## src/rtl/mixed_radix_time_counter.sv

```systemverilog
// mixed_radix_time_counter: cascaded N-digit up/down time counter with a
// per-digit radix, built-in tick prescaler, load/clear and terminal-count stop.
// Optional lap register is compiled in with `define LAP_CAPTURE_EN.
// A base field of 0 in DIGIT_BASES stands for 2**NUMBER_OF_BITS_PER_DIGIT.

// One digit of the chain: ripple conditions, next values and load saturation.
module mrtc_digit #(
  parameter int         W    = 4,
  parameter logic [W-1:0] BASE = 4'd10
) (
  input  logic [W-1:0] cur,
  input  logic         lo_max,
  input  logic         lo_zero,
  input  logic [W-1:0] ld_raw,
  output logic         hi_max,
  output logic         hi_zero,
  output logic [W-1:0] up_nxt,
  output logic [W-1:0] dn_nxt,
  output logic [W-1:0] ld_sat
);
  // BASE==0 wraps to all-ones here, which is exactly the max of a 2**W digit
  localparam logic [W-1:0] MAXV = BASE - W'(1);

  logic at_max, at_zero;
  assign at_max  = (cur == MAXV);
  assign at_zero = (cur == '0);
  assign hi_max  = lo_max & at_max;
  assign hi_zero = lo_zero & at_zero;
  assign up_nxt  = !lo_max  ? cur : (at_max  ? '0   : cur + W'(1));
  assign dn_nxt  = !lo_zero ? cur : (at_zero ? MAXV : cur - W'(1));
  assign ld_sat  = (BASE != '0 && ld_raw >= BASE) ? MAXV : ld_raw;
endmodule

module mixed_radix_time_counter #(
  parameter int NUMBER_OF_DIGITS         = 4,
  parameter int NUMBER_OF_BITS_PER_DIGIT = 4,
  parameter logic [NUMBER_OF_DIGITS*NUMBER_OF_BITS_PER_DIGIT-1:0] DIGIT_BASES = {4'd6, 4'd10, 4'd6, 4'd10},
  parameter int TICK_DIVIDER             = 100_000_000
) (
  input  logic clk,
  input  logic rst,
  input  logic enable,
  input  logic up_down,
  input  logic stop_at_zero,
  input  logic clear,
  input  logic load,
  input  logic [NUMBER_OF_DIGITS*NUMBER_OF_BITS_PER_DIGIT-1:0] load_value,
  output logic [NUMBER_OF_DIGITS*NUMBER_OF_BITS_PER_DIGIT-1:0] count,
  output logic tick,
  output logic carry_out,
  output logic zero,
  output logic done
`ifdef LAP_CAPTURE_EN
  ,
  input  logic lap,
  output logic [NUMBER_OF_DIGITS*NUMBER_OF_BITS_PER_DIGIT-1:0] lap_value,
  output logic lap_valid
`endif
);
  localparam int ND  = NUMBER_OF_DIGITS;
  localparam int NBD = NUMBER_OF_BITS_PER_DIGIT;
  localparam int NB  = ND * NBD;
  localparam int PW  = (TICK_DIVIDER > 1) ? $clog2(TICK_DIVIDER) : 1;
  localparam logic [PW-1:0] PMAX = PW'(TICK_DIVIDER - 1);

  logic [PW-1:0] presc;
  logic          step;
  logic [ND-1:0][NBD-1:0] cnt_q, up_nxt, dn_nxt, ld_sat;
  logic [ND:0]   lo_max, lo_zero;
  logic [NB-1:0] nxt;
  logic          nxt_carry, nxt_done, nxt_tick;

  assign count = cnt_q;
  assign step  = enable && (presc == PMAX);

  assign lo_max[0]  = 1'b1;
  assign lo_zero[0] = 1'b1;

  for (genvar g = 0; g < ND; g++) begin : g_dig
    mrtc_digit #(.W(NBD), .BASE(DIGIT_BASES[g*NBD +: NBD])) u_dig (
      .cur    (cnt_q[g]),
      .lo_max (lo_max[g]),
      .lo_zero(lo_zero[g]),
      .ld_raw (load_value[g*NBD +: NBD]),
      .hi_max (lo_max[g+1]),
      .hi_zero(lo_zero[g+1]),
      .up_nxt (up_nxt[g]),
      .dn_nxt (dn_nxt[g]),
      .ld_sat (ld_sat[g])
    );
  end

  // Prescaler: free-runs while enabled, restarts its phase on clear/load
  always_ff @(posedge clk or negedge rst) begin
    if (!rst)               presc <= '0;
    else if (clear || load) presc <= '0;
    else if (enable)        presc <= step ? '0 : presc + PW'(1);
  end

  // Next count/flags: clear > load > step; halting at zero only sets done
  always_comb begin
    nxt       = cnt_q;
    nxt_carry = 1'b0;
    nxt_done  = done;
    nxt_tick  = 1'b0;
    if (clear) begin
      nxt      = '0;
      nxt_done = 1'b0;
    end else if (load) begin
      nxt      = ld_sat;
      nxt_done = 1'b0;
    end else if (step) begin
      nxt_tick = 1'b1;
      if (up_down) begin
        nxt       = up_nxt;
        nxt_carry = lo_max[ND];
      end else if (lo_zero[ND] && stop_at_zero) begin
        nxt_done  = 1'b1;
      end else begin
        nxt       = dn_nxt;
        nxt_carry = lo_zero[ND];
      end
    end
  end

  // Output registers; zero is derived from the value being stored
  always_ff @(posedge clk or negedge rst) begin
    if (!rst) begin
      cnt_q     <= '0;
      tick      <= 1'b0;
      carry_out <= 1'b0;
      zero      <= 1'b1;
      done      <= 1'b0;
    end else begin
      cnt_q     <= nxt;
      tick      <= nxt_tick;
      carry_out <= nxt_carry;
      zero      <= (nxt == '0);
      done      <= nxt_done;
    end
  end

`ifdef LAP_CAPTURE_EN
  // Lap snapshot of the displayed count; clear wins over a capture
  always_ff @(posedge clk or negedge rst) begin
    if (!rst) begin
      lap_value <= '0;
      lap_valid <= 1'b0;
    end else if (clear) begin
      lap_value <= '0;
      lap_valid <= 1'b0;
    end else if (lap) begin
      lap_value <= cnt_q;
      lap_valid <= 1'b1;
    end
  end
`endif
endmodule

```

## config.mk

```make
export PLATFORM = sky130hd
export DESIGN_NAME = mixed_radix_time_counter
export DESIGN_NICKNAME = d
export VERILOG_FILES = /design/src/rtl/mixed_radix_time_counter.sv
export SDC_FILE = /design/constraint.sdc
export NUM_CORES = 1
export LEC_CHECK = 0
export CAP_MARGIN = 10
export CORE_UTILIZATION = 45
export DETAILED_ROUTE_END_ITERATION = 8
export PLACE_DENSITY_LB_ADDON = 0.25
export SYNTH_ARGS = -nofsm -noshare
export SYNTH_HDL_FRONTEND = slang
export SYNTH_SLANG_ARGS = --single-unit
```

## constraint.sdc

```tcl
create_clock -name clk -period 3.06 [get_ports clk]
set_clock_uncertainty 0.2 [all_clocks]
set_input_delay 0.612 -clock clk [delete_from_list [all_inputs] [get_ports clk]]
set_output_delay 0.612 -clock clk [all_outputs]
set_load 0.05 [all_outputs]
```

==> metrics.csv <==
stage,metric,value,unit
outcome,outcome,"finished, final reports clean",
detailed_routing,drt_iter0_markers,353,
global_routing,grt_pass1_wl,17.6,mm
detailed_routing,viasPerCell,6.06,
die,die_h,89.2,um
place,placed_cell_area,4470,um2
yosys,yosysTopAreaCellShare,33.7,%
clock_tree,clkSinkCount,47,
yosys,async_flop_share,100,%
worst_setup_path,worstPathMaxFanout,5,
worst_setup_path,crit_path_end_kind,flop,
yosys,syn_inst,417,
timing,finalCriticalPeriod,3.00,ns
detailed_routing,dr_total_vias,3836,
detailed_routing,dr.pass1.iters,8,
clock_tree,cts-htree-levels,2,
worst_setup_path,critical_path_class,input port to flop,
timing,setup_viol,0,
global_routing,grt_pass1_vias,3676,
yosys,yosys.area.top_type,dfrtp_1,
clock_tree,cts_tree,built,
die,fp.dieW,89.2,um
timing,hold_viol_final,0,
yosys,syn_avg_cell_area,8.20,um2
place,pre_cts_ws,-0.353,ns
yosys,seq_area_frac_synth,34.4,%
finish,drive_gt1_share,26.8,%
yosys,synth_edf_count,0,
yosys,ys_types,69,
finish,layout.cells.non_filler,633,
worst_setup_path,cp_data_arrival_time,3.04,ns
global_routing,grt-ovfl-total,0,
power,vdd_drop_max,294,uV
worst_setup_path,crit_path_start_kind,input port,
place,place_inst,616,
die,ios,43,
global_routing,grt_max_degree,38,
finish,syn_to_final_growth,41.5,%
timing,maxSlewViolCount,0,
clock_tree,cts_buffer_depth,2,
clock_tree,cts_root_buffer,clkbuf_8,
timing,fin_ws,0.0622,ns
yosys,synth.area.top_cells,"dfrtp_1 (34%), nor2_1 (5.7%), ha_1 (4.8%)",
detailed_routing,detail_route.wl_per_cell,17.6,um
place,gp_congestion,0.923,
yosys,ys_seq_elements,47,
clock_tree,clkTransAtPathRegs,0.09,ns
global_routing,track_usage,29.0,%
finish,layout.nets,569,
detailed_routing,remaining_drc_errors,0,
flow_run,drv_cap,0,
worst_setup_path,ff2ff_setup_slack,0.09,ns
yosys,yosys_warnings,0,
clock_tree,clk_latency,0.30,ns
timing,fmax,334,MHz
yosys,synth_fp_nets,453,
yosys,synth_area,3420,um2
detailed_routing,totalWireLength,11.2,mm
worst_setup_path,required,3.11,ns
place,port_buffers,42,
clock_tree,numCtsBuffers,5,
finish,antenna_cells,0,
yosys,ys.flop_type,dfrtp_1,
place,place_hpwl,8.19,mm
power,leakagePower,2.00,nW
detailed_routing,drtAntennaViolNets,0,
global_routing,antenna_found_initial,0,
timing,slew_headroom,52.2,%
die,start_util,46.9,%
timing,finalCritPeriodShare,98.0,%
die,core-area,7290,um2
timing,worstMarginPinSlew,0.710,ns
die,die_area,7950,um2
min_path,hp-class,flop to flop,
finish,finalInstanceArea,4840,um2
power,power.density,326,nW/um2
die,fp-row-count,31,
## critical path, cell delays in order
cell and delay (ns):
clkdlybuf4s50_1 0.51, nor4bb_2 0.30, nand4_1 0.14, buf_4 0.18, nand3_1 0.08, a211o_1 0.12
a311oi_1 0.06, or4b_4 0.59, nor4_4 0.21, and4b_1 0.23
## stage by stage
step                setup TNS [ns]  util, %  total power, mW  hold WS [ns]
finish                           0     66.4             1.58         0.308
CTS                              0     64.2             1.55         0.303
global placement            -0.302     61.3             1.05         0.276
global route               -0.0496     66.4             1.64         0.338
floorplan                        0        -            0.859         0.116
detailed placement          -0.449     61.3             1.05         0.293
## flip-flops by register name, summed over array words and instances (netlist names)
signal     count
carry_out      1
count         16
done           1
presc         27
tick           1
zero           1
## kinds of logic (layout without fill, tap and decap cells)
group,after synthesis,in the layout,synth area share [%]
AND/OR/NAND/NOR,195,195,30.7
adder cells (fa/ha/maj),13,13,4.76
buffers and inverters,38,155,4.94
XOR/XNOR,18,18,4.61
AO/OA/AOI/OAI,106,106,20.6
flip-flops,47,47,34.4
## power by group
group	leakage, nW	switching, mW	internal, mW
clock network	0.0612	0.223	0.265
logic	1.30	0.246	0.199
registers	0.638	0.0113	0.634
total	2.00	0.480	1.10
## area by class of cell
class                   instances  area (um2)
repair buffers                129        1080
clock buffers                   6        82.6
flip-flops and latches         47        1180
multi-input cells             332        2270
clock inverters                 2        35.0
well taps                      99         124
inverters                      18        67.6
fillers                       637        2450
## per-layer routing
metal | vias up | global-route usage [%] | routed length (um)
met4 | 0 | 12.1 | 505
met1 | 1839 | 34.8 | 4530
met2 | 165 | 52.5 | 5560
met5 | - | 0 | 0
met3 | 54 | 3.32 | 553
li1 | 1778 | - | -
## cell usage in the layout (no fill, tap or decap), types with 3 or more instances in the layout
master and n:
xor2_1 13, inv_1 14, and4b_1 3, a22o_1 3
ha_1 9, a31oi_1 12, nor3_1 13, buf_4 84
inv_2 4, dfrtp_1 43, and3_1 4, nor4_1 6
nor4_2 3, o21ai_0 26, ha_2 3, clkbuf_8 6
and2_1 3, o31ai_1 5, nor3b_1 3, o21a_1 5
nand3b_1 4, clkdlybuf4s50_1 39, dfrtp_2 3, a21oi_1 20
nand4_1 15, xnor2_1 5, nand2_1 35, nand3_1 20
nor2_1 50
## worst paths after layout
path | start | to | depth (start not counted)
setup / recovery | stop_at_zero | zero | 10
max in group asynchronous | rst | zero | 3
min in group asynchronous | rst | count[4] | 2
hold reg to reg | presc[26] | presc[26] | 1
setup reg to reg | presc[19] | zero | 8
hold / removal | presc[26] | presc[26] | 1
## synthesized netlist by cell type, drive strengths merged (7+ instances only)
| cell type | instances |
|---|---|
| nor2 | 52 |
| dfrtp | 46 |
| nand2 | 35 |
| o21ai | 28 |
| a21oi | 22 |
| nand3 | 21 |
| inv | 18 |
| nand4 | 15 |
| nor3 | 15 |
| a31oi | 13 |
| clkbuf | 13 |
| ha | 13 |
| xor2 | 13 |
| nor4 | 10 |
| buf | 7 |
## what timing repair did
item                                    in CTS  in global routing
gates cloned                                 0                  0
hold buffers                                 1                  0
pin swaps                                    9                 11
gates resized for setup                     18                 25
hold endpoints to repair                    10                  0
buffers inserted                             1                  7
endpoints found under the setup margin       1                  1
Power figures use the tool's default switching activity.
